<file path="src/rtl/uart_tx_sched.sv">
// Round-robin scheduler that shares one UART TX byte port between NREQ requesters.
// It also owns the baud setting and applies a baud change only while the transmitter is idle.
module uart_tx_sched #(
  parameter int unsigned NREQ    = 4,
  parameter int unsigned DW      = 8,
  parameter int unsigned GAP     = 4,
  parameter int unsigned SETTLE  = 16,
  parameter int unsigned TIMEOUT = 2000000,
  localparam int unsigned IW     = (NREQ > 1) ? $clog2(NREQ) : 1
) (
  input  logic               clk,
  input  logic               rst,
  input  logic [NREQ-1:0]    req_valid,
  input  logic [NREQ*DW-1:0] req_data,
  output logic [NREQ-1:0]    req_ready,
  output logic [IW-1:0]      grant_id,
  input  logic               cfg_baud_wr,
  input  logic [16:0]        cfg_baud,
  output logic               cfg_pending,
  output logic               cfg_err,
  output logic [16:0]        baud,
  output logic               tx_start,
  output logic [DW-1:0]      tx_data,
  input  logic               tx_busy,
  input  logic               tx_done,
  output logic               err_timeout
);

  localparam int unsigned CMAX0 = (GAP > SETTLE) ? GAP : SETTLE;
  localparam int unsigned CMAX  = (TIMEOUT > CMAX0) ? TIMEOUT : CMAX0;
  localparam int unsigned CW    = $clog2(CMAX + 1);

  typedef enum logic [2:0] {StIdle, StStart, StWait, StGap, StCfg} state_e;

  state_e          state_q;
  logic [CW-1:0]   cnt_q;
  logic [IW-1:0]   last_q;
  logic [16:0]     pend_q;

  logic            baud_ok;
  logic            pick_valid;
  logic [IW-1:0]   pick_idx;
  logic [DW-1:0]   pick_data;
  logic            to_hit;

  always_comb begin
    case (cfg_baud)
      17'd4800, 17'd9600, 17'd14400, 17'd19200,
      17'd38400, 17'd57600, 17'd115200, 17'd128000: baud_ok = 1'b1;
      default:                                      baud_ok = 1'b0;
    endcase
  end

  // Search last+1, last+2, ... with an explicit wrap so non-power-of-two NREQ works.
  always_comb begin
    pick_valid = 1'b0;
    pick_idx   = '0;
    pick_data  = '0;
    for (int k = 1; k <= int'(NREQ); k++) begin
      int j;
      j = int'(last_q) + k;
      if (j >= int'(NREQ)) j = j - int'(NREQ);
      if (!pick_valid && req_valid[j]) begin
        pick_valid = 1'b1;
        pick_idx   = IW'(j);
        pick_data  = req_data[j*DW +: DW];
      end
    end
  end

  assign to_hit = (cnt_q == CW'(TIMEOUT - 1));

  always_ff @(posedge clk) begin
    if (!rst) begin
      state_q     <= StIdle;
      cnt_q       <= '0;
      last_q      <= IW'(NREQ - 1);
      pend_q      <= 17'd9600;
      baud        <= 17'd9600;
      cfg_pending <= 1'b0;
      cfg_err     <= 1'b0;
      req_ready   <= '0;
      grant_id    <= '0;
      tx_start    <= 1'b0;
      tx_data     <= '0;
      err_timeout <= 1'b0;
    end else begin
      req_ready   <= '0;
      cfg_err     <= 1'b0;
      err_timeout <= 1'b0;

      unique case (state_q)
        StIdle: begin
          if (cfg_pending) begin
            baud        <= pend_q;
            cfg_pending <= 1'b0;
            cnt_q       <= '0;
            state_q     <= StCfg;
          end else if (pick_valid && !tx_busy) begin
            req_ready[pick_idx] <= 1'b1;
            tx_data             <= pick_data;
            tx_start            <= 1'b1;
            grant_id            <= pick_idx;
            last_q              <= pick_idx;
            cnt_q               <= '0;
            state_q             <= StStart;
          end
        end
        StStart: begin
          if (tx_done) begin
            tx_start <= 1'b0;
            cnt_q    <= '0;
            state_q  <= StGap;
          end else if (tx_busy) begin
            tx_start <= 1'b0;
            cnt_q    <= cnt_q + CW'(1);
            state_q  <= StWait;
          end else if (to_hit) begin
            err_timeout <= 1'b1;
            tx_start    <= 1'b0;
            cnt_q       <= '0;
            state_q     <= StGap;
          end else begin
            cnt_q <= cnt_q + CW'(1);
          end
        end
        StWait: begin
          if (tx_done || !tx_busy) begin
            cnt_q   <= '0;
            state_q <= StGap;
          end else if (to_hit) begin
            err_timeout <= 1'b1;
            cnt_q       <= '0;
            state_q     <= StGap;
          end else begin
            cnt_q <= cnt_q + CW'(1);
          end
        end
        StGap: begin
          if (cnt_q == CW'(GAP - 1)) begin
            cnt_q   <= '0;
            state_q <= StIdle;
          end else begin
            cnt_q <= cnt_q + CW'(1);
          end
        end
        StCfg: begin
          if (cnt_q == CW'(SETTLE - 1)) begin
            cnt_q   <= '0;
            state_q <= StIdle;
          end else begin
            cnt_q <= cnt_q + CW'(1);
          end
        end
        default: state_q <= StIdle;
      endcase

      // A write in the same cycle as the baud apply stays pending (last write wins).
      if (cfg_baud_wr) begin
        if (baud_ok) begin
          pend_q      <= cfg_baud;
          cfg_pending <= 1'b1;
        end else begin
          cfg_err <= 1'b1;
        end
      end
    end
  end

endmodule

</file>
<file path="config.mk">
export PLATFORM = sky130hd
export DESIGN_NAME = uart_tx_sched
export DESIGN_NICKNAME = d
export VERILOG_FILES = /design/src/rtl/uart_tx_sched.sv
export SDC_FILE = /design/constraint.sdc
export NUM_CORES = 1
export LEC_CHECK = 0
export CORE_ASPECT_RATIO = 1.75
export CORE_MARGIN = 2
export CORE_UTILIZATION = 47
export DETAILED_ROUTE_END_ITERATION = 12
export GPL_TIMING_DRIVEN = 0
export PLACE_DENSITY_LB_ADDON = 0.12
export SETUP_SLACK_MARGIN = 0.02
export SLEW_MARGIN = 20
export SYNTH_ARGS = -nofsm -noshare
export SYNTH_HDL_FRONTEND = slang
export SYNTH_SLANG_ARGS = --single-unit
export TNS_END_PERCENT = 20
</file>
<file path="constraint.sdc">
create_clock -name clk -period 2.6 [get_ports clk]
set_clock_uncertainty 0.05 [all_clocks]
set_input_delay 0.52 -clock clk [delete_from_list [all_inputs] [get_ports clk]]
set_output_delay 0.52 -clock clk [all_outputs]
set_load 0.1 [all_outputs]
</file>
# Word-level counts from Yosys, hierarchy flattened

Cells that the tools add are included.

Register bits after elaboration: 78
Input bits: 58
Output and inout bits: 35
Word-level logic and storage cells: 146

Add/sub/neg operators: 9
Order comparisons: 10
Equal/unequal tests: 21
Shift operators: 4
Muxes and demuxes: 64
Bitwise operators: 4
Reduce and logical (&&, ||, !) cells: 22

Operators with widths:

| cell                    | count |
|---|---|
| $mux W21                | 8 |
| $shiftx A32 B33 Y8      | 4 |
| $lt A32 B4 Y1 const B   | 4 |
| $mux W32                | 4 |
| $pmux W21 S5            | 1 |
| $eq A17 B14 Y1 const B  | 2 |
| $eq A17 B16 Y1 const B  | 2 |
| $eq A17 B17 Y1 const B  | 2 |
| $mux W8                 | 4 |
| $mux W1                 | 27 |
| $mux W3                 | 8 |
| $add A21 B1 Y21 const B | 1 |
| $eq A21 B2 Y1 const B   | 1 |
| $eq A21 B21 Y1 const B  | 1 |
| $eq A21 B4 Y1 const B   | 1 |
| $eq A17 B13 Y1 const B  | 1 |
| $eq A17 B15 Y1 const B  | 1 |
| $pmux W3 S5             | 1 |
| $sub A3 B3 Y4 const B   | 3 |
| $ge A3 B3 Y1 const B    | 3 |
| $bmux W1 S2             | 4 |
| $mux W2                 | 4 |
| $ne A2 B2 Y1 const B    | 4 |
| $reduce_and A2 Y1       | 4 |
| 25 further kinds        | 39 |

# Logic depth before layout (Yosys ltp)

Gate-level depths: netlist of the first run.

Depth after elaboration: 20
Depth in mapped cells: 12
Mapped depth without buffers: 7

# Least setup slack after synthesis of the first run

No wires, ideal clock.

Kind: register to register
From: reg last_q[0]
To: reg tx_data[1]
Library setup time: 0.122 ns
Data arrival time: 2.665 ns
Data required time: 2.428 ns
Path slack: -0.237 ns
Stages on the path, launching flop included: 12
Path buffers: 5
Clock period less this slack: 2.837 ns
Cells stage by stage: dfxtp_1 buf_4 buf_2 buf_4 inv_1 ha_1 buf_2 clkbuf_1 mux4_2 o2bb2ai_1 a211oi_1 o21ai_1

Longest elaborated chain between the ends: 18
Elaborated cells on any way between the ends: 48
Classes of those cells: 8 x add/sub; 4 x order compare; 4 x shift; 24 x mux; 8 x reduce/logical

Ends and longest elaborated chain:

| item                                                 | RTL line | RTL |
|---|---|---|
| start, declared                                      | 37       | `logic [IW-1:0] last_q;` |
| start signal, assigned                               | 77       | `last_q <= IW'(NREQ - 1);` |
| start signal, assigned                               | 104      | `last_q <= pick_idx;` |
| $add A2 B1 Y3                                        | 61       | `j = int'(last_q) + k;` |
| $sub A3 B3 Y4 / $ge A3 B3 Y1 (equally long branches) | 62       | `if (j >= int'(NREQ)) j = j - int'(NREQ);` |
| $mux W32                                             | 62       |  |
| $bmux W1 S2                                          | 63       | `if (!pick_valid && req_valid[j]) begin` |
| $mux W1 (not written as such) (2 in a row)           | 63       |  |
| $mux W1                                              | 63       |  |
| $logic_not A1 Y1                                     | 63       |  |
| $logic_and A1 B1 Y1                                  | 63       |  |
| $mux W1                                              | 63       |  |
| $logic_not A1 Y1                                     | 63       |  |
| $logic_and A1 B1 Y1                                  | 63       |  |
| $mux W1                                              | 63       |  |
| $logic_not A1 Y1                                     | 63       |  |
| $logic_and A1 B1 Y1                                  | 63       |  |
| $mux W1                                              | 63       |  |
| $logic_and A1 B1 Y1                                  | 99       | `end else if (pick_valid && !tx_busy) begin` |
| $reduce_and A3 Y1 (no source line)                   | --       |  |
| end signal, assigned                                 | 101      | `tx_data <= pick_data;` |
| end, declared                                        | 23       | `output logic [DW-1:0] tx_data,` |

Parallel ways exist; a longest one is shown, timed or not. The select of a mux whose other input is x is not followed.
A chain may end at the register's enable or synchronous reset.

# Worst setup path in the final report of the first run

From: reg last_q[0]
To: reg tx_data[5]

Same word-level chain as after synthesis.

==> summary.md, run 1 <==
Outcome
* complete, no violations — result of the run

Power
* 2.27 nW — P_leak
* 599 nW/um2 — power density relative to cell area
* 0.429 mV — VDD IR-drop max
* 0.325 — clock group share of total power
* 0.357 — net switching share of the total power
* 0.336 — power share of the sequential group
* 0.00243 W — total internal power
* 0.340 — part of the power in combinational logic
* 0.00135 W — Sw Pwr

Layout
* 32.7% — synthesis-to-finish area growth
* 770 — number of standard cells in the layout, taps in and fillers out
* 0.158 — fraction of final layout cells with drive strength greater than 1
* 0 — final antenna diode count
* 704 — Post-layout nets

Worst setup path
* 10 — critical path fanouts, max
* sky130_fd_sc_hd__a2111oi_4 — slowest library cell on the worst path
* flip-flop — startpoint kind of the worst setup timing path
* 2.72 ns — Arrival @ worst endpoint
* 0.41 ns — largest stage delay on the critical path
* 12 — Stages on worst setup path
* flip-flop — Setup crit end kind
* 6 — Buffers & Inverters on Critical Path
* 2.77 ns — critical path data required time
* reg -> reg — worst setup path category
* 12 — number of cells on the worst reg-to-reg path
* buf_6 -> buf_12 -> buf_12 -> inv_2 -> ha_1 -> buf_6 -> mux4_2 -> nand2b_1 -> clkbuf_8 -> nor2_1 -> a2111oi_4 -> a21oi_1 — chain of cells forming the critical path
* buffers and inverters — family of cells with the greatest summed delay on the critical path

Placement
* 0.897 — routability congestion estimate from global placement
* 88 — count of buffers from port buffering
* 749 — Cell Count Post-Placement
* 10.0 mm — HPWL Detailed

Clock tree
* built — clock tree from TritonCTS
* sky130_fd_sc_hd__clkbuf_16 — buffer type at the clock tree root
* 0.06 ns — clock-pin slew of the registers on the worst-case setup and hold paths
* 0 — hold_buf cts
* 3 — # H-tree levels
* 0.35 ns — insertion delay of the later-clocked pin in the worst-skew pair
* 2 — CTS max path bufs
* 78 — TritonCTS Sinks
* 9 — total clock buffers created by CTS

Global route
* 22.2 mm — wire length of the first global-routing pass
* 0.259 — GR Util All Layers
* 0 — initial antenna violation count
* 17 — largest net degree at the start of global routing
* 4611 — vias in the first global route
* 0 — Overflow after GRT

Die
* 137 um — die extent in y
* 80.1 um — width of the die
* 11000 um2 — total die area
* 9850 um2 — area of the core region
* 48 — count of standard-cell rows
* 93 — # IOs
* 0.483 — initial cell density of the core

Timing
* yes — setup repair after global routing missed its margin
* 0.393 GHz — timing-limited maximum frequency
* 2.55 ns — final critical path time including I/O delays and setup
* 0 — number of endpoints failing setup at the final stage
* 0 — number of failing hold endpoints at the final stage
* 0.979 — post-route fraction of the period consumed by the critical path
* 0 — max-slew violation count
* 0.329 — Relative slew margins
* 0 ns — Fin Setup TNS
* 1.00 ns — slew at the pin with the worst max-slew slack

Drt
* 6.02 — average vias per placed instance
* 269 — Starting DRT DRC Count
* 0 — Post-route DRC
* 5 — number of iterations in the first detailed-routing pass
* 0 — remaining number of nets flagged by the antenna check after routing
* 18.0 um — Routed wire per std cell
* 4636 — via total after detailed routing
* 13.9 mm — total wire length after detailed routing

Synth
* 4760 um2 — netlist area before placement
* 0 — post-synthesis async set-or-reset flop share
* sky130_fd_sc_hd__dfxtp_1 — most common flop cell mapped by yosys
* 0.328 — sequential area share after synthesis
* 60 — number of distinct standard cells referenced by the synthesized netlist
* 78 — number of flip-flops and latches in the synthesized netlist
* 600 — Mapped Nets
* 0 — number of flops mapped to enable cells by yosys
* 0 — warning count from the yosys run
* 536 — cell count after synthesis
* 8.88 um2 — post-synthesis area per instance

Hold path
* reg -> reg — path type of the worst min-delay path
* 2 — cell depth of the worst min-delay path

Flow run
* 0 — max cap viols

==> worst min-delay path, cell delays in order, from the launching register on <==
cell and delay [ns]:
sky130_fd_sc_hd__dfxtp_1 0.31, sky130_fd_sc_hd__nand2_1 0.05, sky130_fd_sc_hd__a21oi_1 0.05
==> registers in the layout, summed over array words and instances (netlist names) <==
signal / count
cnt_q: 21
baud: 17
pend_q: 17
tx_data: 8
req_ready: 4
state_q: 3
grant_id: 2
last_q: 2
cfg_err: 1
cfg_pending: 1
err_timeout: 1
tx_start: 1
==> layout by cell type (no fill, tap or decap), types with 4 or more instances in the layout <==
cell                              count
sky130_fd_sc_hd__a211oi_1            24
sky130_fd_sc_hd__a21oi_1             28
sky130_fd_sc_hd__a22oi_1              8
sky130_fd_sc_hd__and3_1              13
sky130_fd_sc_hd__buf_2                5
sky130_fd_sc_hd__buf_4                9
sky130_fd_sc_hd__clkbuf_1            20
sky130_fd_sc_hd__clkbuf_16            9
sky130_fd_sc_hd__clkdlybuf4s50_1     86
sky130_fd_sc_hd__clkinvlp_4           4
sky130_fd_sc_hd__dfxtp_1             77
sky130_fd_sc_hd__ha_1                 6
sky130_fd_sc_hd__inv_1               10
sky130_fd_sc_hd__mux2_2              16
sky130_fd_sc_hd__mux2i_1              7
sky130_fd_sc_hd__mux4_2              20
sky130_fd_sc_hd__nand2_1             80
sky130_fd_sc_hd__nand3_1             14
sky130_fd_sc_hd__nand4_1              6
sky130_fd_sc_hd__nor2_1              30
sky130_fd_sc_hd__nor2b_1             13
sky130_fd_sc_hd__nor3_1              10
sky130_fd_sc_hd__nor4_1              10
sky130_fd_sc_hd__nor4b_1              4
sky130_fd_sc_hd__o211a_1              4
sky130_fd_sc_hd__o211ai_1             8
sky130_fd_sc_hd__o21ai_0             17
sky130_fd_sc_hd__xnor2_1             12
sky130_fd_sc_hd__xor2_1               8
==> final cells by class <==
class                           instances  area [um2]
Tap cell                              125         156
Buffer                                 37         220
Clock inverter                          7        62.6
Inverter                               12        48.8
Multi-Input combinational cell        407        3100
Timing Repair Buffer                   95         938
Fill cell                             875        3540
Clock buffer                            9         225
Sequential cell                        78        1570
==> power groups by stage <==
stage	clock [W]	combinational (W)	sequential (W)
global route	0.00130	0.00137	0.00127
global placement	0	0.00116	0.00129
floorplan	0	0.000626	0.00151
finish	0.00123	0.00129	0.00127
CTS	0.00123	0.00124	0.00127
detailed placement	0	0.00118	0.00129
==> synth_stat cells, types with 4 or more instances <==
cell | instances | area (um2)
sky130_fd_sc_hd__nand2_1 | 80 | 300
sky130_fd_sc_hd__dfxtp_1 | 78 | 1560
sky130_fd_sc_hd__nor2_1 | 30 | 113
sky130_fd_sc_hd__a21oi_1 | 28 | 140
sky130_fd_sc_hd__a211oi_1 | 26 | 195
sky130_fd_sc_hd__clkbuf_1 | 25 | 93.8
sky130_fd_sc_hd__mux4_2 | 20 | 450
sky130_fd_sc_hd__o21ai_0 | 17 | 85.1
sky130_fd_sc_hd__mux2_2 | 16 | 180
sky130_fd_sc_hd__nand3_1 | 14 | 70.1
sky130_fd_sc_hd__nor2b_1 | 14 | 87.6
sky130_fd_sc_hd__and3_1 | 13 | 81.3
sky130_fd_sc_hd__inv_1 | 12 | 45.0
sky130_fd_sc_hd__xnor2_1 | 12 | 105
sky130_fd_sc_hd__nor4_1 | 11 | 68.8
sky130_fd_sc_hd__nor3_1 | 10 | 50.1
sky130_fd_sc_hd__a22oi_1 | 8 | 60.1
sky130_fd_sc_hd__o211ai_1 | 8 | 60.1
sky130_fd_sc_hd__xor2_1 | 8 | 70.1
sky130_fd_sc_hd__a2111oi_0 | 7 | 61.3
sky130_fd_sc_hd__mux2i_1 | 7 | 70.1
sky130_fd_sc_hd__buf_2 | 6 | 30.0
sky130_fd_sc_hd__ha_1 | 6 | 75.1
sky130_fd_sc_hd__nand4_1 | 6 | 37.5
sky130_fd_sc_hd__nor4b_1 | 5 | 43.8
sky130_fd_sc_hd__buf_4 | 4 | 30.0
sky130_fd_sc_hd__o211a_1 | 4 | 40.0
==> metal layers <==
layer  GRT usage  wire, um  up-vias
met4       0.126       429        0
met1       0.287      5340     2209
met2       0.472      7400      166
li1            -         -     2224
met3      0.0402       719       37
met5           0         0        -
==> what timing repair did <==
item                                    in CTS  in global routing
endpoints found under the setup margin      44                 49
pin swaps                                    3                  2
setup buffers                                3                  4
gates resized for setup                     23                 19
==> path summary, 6_finish.rpt <==
kind / from / end / slack (ns)
max: last_q[0]$_SDFFE_PN1P_ / tx_data[5]$_SDFFE_PN0P_ / 0.05
min: baud[1]$_SDFFE_PN0P_ / baud[1]$_SDFFE_PN0P_ / 0.41
max reg2reg: last_q[0]$_SDFFE_PN1P_ / tx_data[5]$_SDFFE_PN0P_ / 0.05
min reg2reg: baud[1]$_SDFFE_PN0P_ / baud[1]$_SDFFE_PN0P_ / 0.41
==> cell families (layout without fill, tap and decap cells) <==
family	after synthesis	after routing	share of synthesized area
AOI/OAI and AO/OA	124	124	0.188
muxes	43	43	0.147
xor gates and xnor gates	20	20	0.0368
DFF	78	78	0.328
buffers and inverters	51	160	0.0466
adders and majority gates	6	6	0.0158
and+or+nand+nor	214	214	0.238
==> per-stage QoR <==
stage,total power [W],area [um2],worst slack [ns],utilization,hold slack (ns)
6_report,0.00378,6310,0.0542,0.641,0.405
3_5_place_dp,0.00247,5820,-0.676,0.591,0.395
2_1_floorplan,0.00213,4780,0.0259,-,0.377
5_1_grt,0.00394,6310,-0.0205,0.641,0.424
4_1_cts,0.00374,6210,0.0314,0.631,0.405
3_3_place_gp,0.00245,5820,-0.594,0.591,0.387
Note: power is estimated with default switching activity, not from simulation.
==> run 2, diff against run 1 <==
--- a/config.mk
+++ b/config.mk
@@ -8,6 +8,7 @@
 export CORE_ASPECT_RATIO = 1.75
 export CORE_MARGIN = 2
 export CORE_UTILIZATION = 47
+export CTS_CLUSTER_SIZE = 24
 export DETAILED_ROUTE_END_ITERATION = 12
 export GPL_TIMING_DRIVEN = 0
 export PLACE_DENSITY_LB_ADDON = 0.12
==> results of run 2 <==
The final DEF is identical to that of run 1; final timing and power are the same.
==> run 3, diff against run 2 <==
--- a/config.mk
+++ b/config.mk
@@ -8,13 +8,15 @@
 export CORE_ASPECT_RATIO = 1.75
 export CORE_MARGIN = 2
 export CORE_UTILIZATION = 47
+export CTS_CLUSTER_DIAMETER = 80
 export CTS_CLUSTER_SIZE = 24
 export DETAILED_ROUTE_END_ITERATION = 12
 export GPL_TIMING_DRIVEN = 0
 export PLACE_DENSITY_LB_ADDON = 0.12
 export SETUP_SLACK_MARGIN = 0.02
+export SKIP_LAST_GASP = 1
 export SLEW_MARGIN = 20
 export SYNTH_ARGS = -nofsm -noshare
 export SYNTH_HDL_FRONTEND = slang
 export SYNTH_SLANG_ARGS = --single-unit
-export TNS_END_PERCENT = 20
+export TNS_END_PERCENT = 50
==> run 3 against run 2 <==
Net effect: worst setup slack lost 0.037 ns; largest power group unchanged; maximum frequency shrank 1.4%; largest cell class unchanged; sequential share of layout area shrank 0.15 points; highest routed layer unchanged; final area grew 0.61%; core utilization grew 0.39 points; wire length grew 0.37%; sequential power is essentially flat; critical endpoint is now cfg_pending; critical path type is now reg -> out.
==> summary.md, run 3 (synthesis results as in run 1) <==
Clock tree
* 78 — TritonCTS Sinks, unchanged
* 0.35 ns — insertion delay of the later-clocked pin in the worst-skew pair, about the same
* built — clock tree from TritonCTS, unchanged
* sky130_fd_sc_hd__clkbuf_16 — buffer type at the clock tree root, unchanged
* 3 — # H-tree levels, unchanged
* 9 — total clock buffers created by CTS, unchanged
* 2 — CTS max path bufs, unchanged
* 0 — hold_buf cts, unchanged
* 0.06 ns — clock-pin slew of the registers on the worst-case setup and hold paths, about the same

Drt
* 244 — Starting DRT DRC Count, was 269
* 4685 — via total after detailed routing, was 4636
* 0 — remaining number of nets flagged by the antenna check after routing, unchanged
* 18.1 um — Routed wire per std cell, was 18.0 um
* 5 — number of iterations in the first detailed-routing pass, unchanged
* 6.07 — average vias per placed instance, was 6.02
* 0 — Post-route DRC, unchanged
* 13.9 mm — total wire length after detailed routing, about the same

Timing
* 2.58 ns — final critical path time including I/O delays and setup, was 2.55 ns
* 0.405 ns — final-layout worst hold slack, about the same
* 0 — number of endpoints failing setup at the final stage, unchanged
* 0.387 GHz — timing-limited maximum frequency, was 0.393 GHz
* 0.993 — post-route fraction of the period consumed by the critical path, was 0.979
* yes — setup repair after global routing missed its margin, unchanged
* 0 — number of failing hold endpoints at the final stage, unchanged
* 1.00 ns — slew at the pin with the worst max-slew slack, about the same
* 0 ns — Fin Setup TNS, unchanged
* 0 — max-slew violation count, unchanged
* 0.0173 ns — setup slack of the critical path after layout, was 0.0542 ns
* 0.329 — Relative slew margins, about the same

Layout
* 864 — filler cell count, was 875
* 87 x sky130_fd_sc_hd__clkdlybuf4s50_1, 80 x sky130_fd_sc_hd__nand2_1, 77 x sky130_fd_sc_hd__dfxtp_1 — most frequent cells in the layout, was 86 x sky130_fd_sc_hd__clkdlybuf4s50_1, 80 x sky130_fd_sc_hd__nand2_1, 77 x sky130_fd_sc_hd__dfxtp_1
* 21 — max reg flops, unchanged
* 33.5% — synthesis-to-finish area growth, was 32.7%
* 706 — Post-layout nets, was 704
* 0 — final antenna diode count, unchanged
* 0.645 — final standard cell utilization of the core, was 0.641
* cnt_q — register bank with the most flops, unchanged
* sky130_fd_sc_hd__clkdlybuf4s50_1 — most common cell after layout, fill and taps aside, unchanged
* 0.167 — fraction of final layout cells with drive strength greater than 1, was 0.158
* cnt_q x21, baud x17, pend_q x17 — largest registers, unchanged

Worst setup path
* buffers and inverters — family of cells with the greatest summed delay on the critical path, unchanged
* flip-flop — startpoint kind of the worst setup timing path, unchanged
* sky130_fd_sc_hd__clkdlybuf4s50_1 — slowest library cell on the worst path, was sky130_fd_sc_hd__a2111oi_4
* reg -> out — worst setup path category, was reg -> reg
* 1.19 ns — largest stage delay on the critical path, was 0.41 ns
* 1 — Buffers & Inverters on Critical Path, was 6
* 2.01 ns — Arrival @ worst endpoint, was 2.72 ns
* primary output — Setup crit end kind, was flip-flop
* clkdlybuf4s50_1 — chain of cells forming the critical path, was buf_6 -> buf_12 -> buf_12 -> inv_2 -> ha_1 -> buf_6 -> mux4_2 -> nand2b_1 -> clkbuf_8 -> nor2_1 -> a2111oi_4 -> a21oi_1
* 2.03 ns — critical path data required time, was 2.77 ns
* 6 — critical path fanouts, max, was 10

Power
* 0.00136 W — Sw Pwr, was 0.00135 W
* 0.334 — power share of the sequential group, was 0.336
* 600 nW/um2 — power density relative to cell area, was 599 nW/um2
* 0.358 — net switching share of the total power, was 0.357
* 0.322 — clock group share of total power, was 0.325
* 2.26 nW — P_leak, was 2.27 nW
* 0.440 mV — VDD IR-drop max, was 0.429 mV
* 0.00245 W — total internal power, was 0.00243 W
* 0.344 — part of the power in combinational logic, was 0.340

Global route
* 4599 — vias in the first global route, was 4611
* 0 — Overflow after GRT, unchanged
* 22.2 mm — wire length of the first global-routing pass, unchanged
* 0.0402 — met3 track demand over resource in global routing, unchanged
* 0.259 — GR Util All Layers, unchanged
* 0.288 — met1 usage, was 0.287
* met2 — busiest layer in global routing, unchanged
* 0.473 — met2 track demand over resource in global routing, was 0.472
* 0 — initial antenna violation count, unchanged
* 17 — largest net degree at the start of global routing, unchanged

Die
* 0.483 — initial cell density of the core, unchanged
* 137 um — die extent in y, unchanged
* 11000 um2 — total die area, unchanged
* 93 — # IOs, unchanged
* 9850 um2 — area of the core region, unchanged
* 48 — count of standard-cell rows, unchanged
* 80.1 um — width of the die, unchanged

Placement
* 10.0 mm — HPWL Detailed, unchanged
* 88 — count of buffers from port buffering, unchanged
* -0.676 ns — post-placement worst setup slack, unchanged
* 0.897 — routability congestion estimate from global placement, unchanged

Outcome
* complete, no violations — result of the run, unchanged

Hold path
* reg -> reg — path type of the worst min-delay path, unchanged

Flow run
* 0 — max cap viols, unchanged

-- run 3: layout make-up --
class | instances | area, um2 | area share
Buffer | 37 | 223 | 0.0351
Clock buffer | 9 | 225 | 0.0355
Clock inverter | 7 | 62.6 | 0.00985
Inverter | 12 | 48.8 | 0.00768
Multi-Input combinational cell | 407 | 3120 | 0.491
Sequential cell | 78 | 1570 | 0.246
Tap cell | 125 | 156 | 0.0246
Timing Repair Buffer | 97 | 951 | 0.150
-- run 3: power by group through the flow --
stage / Clock, W / Combinational, W / Sequential, W
2_1_floorplan: 0 / 0.000626 / 0.00151
3_3_place_gp: 0 / 0.00116 / 0.00129
3_5_place_dp: 0 / 0.00118 / 0.00129
4_1_cts: 0.00123 / 0.00123 / 0.00127
5_1_grt: 0.00130 / 0.00139 / 0.00127
6_report: 0.00123 / 0.00131 / 0.00127
-- run 3: repair_timing --
action                                  CTS  global route
endpoints found under the setup margin   44            49
buffers inserted                          3             6
resized for setup                        21            27
pin swaps                                 3             5
gates cloned                              0             0
-- run 3: path summary, 6_finish.rpt --
path	startpoint	endpoint	slack, ns	cells past startpoint
min reg2reg	baud[1]$_SDFFE_PN0P_	baud[1]$_SDFFE_PN0P_	0.41	2
max reg2reg	last_q[0]$_SDFFE_PN1P_	tx_data[5]$_SDFFE_PN0P_	0.09	11
min	baud[1]$_SDFFE_PN0P_	baud[1]$_SDFFE_PN0P_	0.41	2
max	cfg_pending$_SDFF_PN0_	cfg_pending	0.02	1
-- run 3: through the flow --
step,cells,instance area (um2),power [W]
6_report,772,6350,0.00381
3_5_place_dp,749,5820,0.00247
2_1_floorplan,536,4780,0.00213
5_1_grt,772,6350,0.00397
4_1_cts,767,6200,0.00374
3_3_place_gp,749,5820,0.00245
-- run 3: layer usage --
layer  share of wire  up-vias  wire length (um)
li1                -     2226                 -
met1            0.39     2229              5370
met2            0.54      193              7460
met3           0.052       37               723
met4           0.028        0               386
met5               0        -                 0
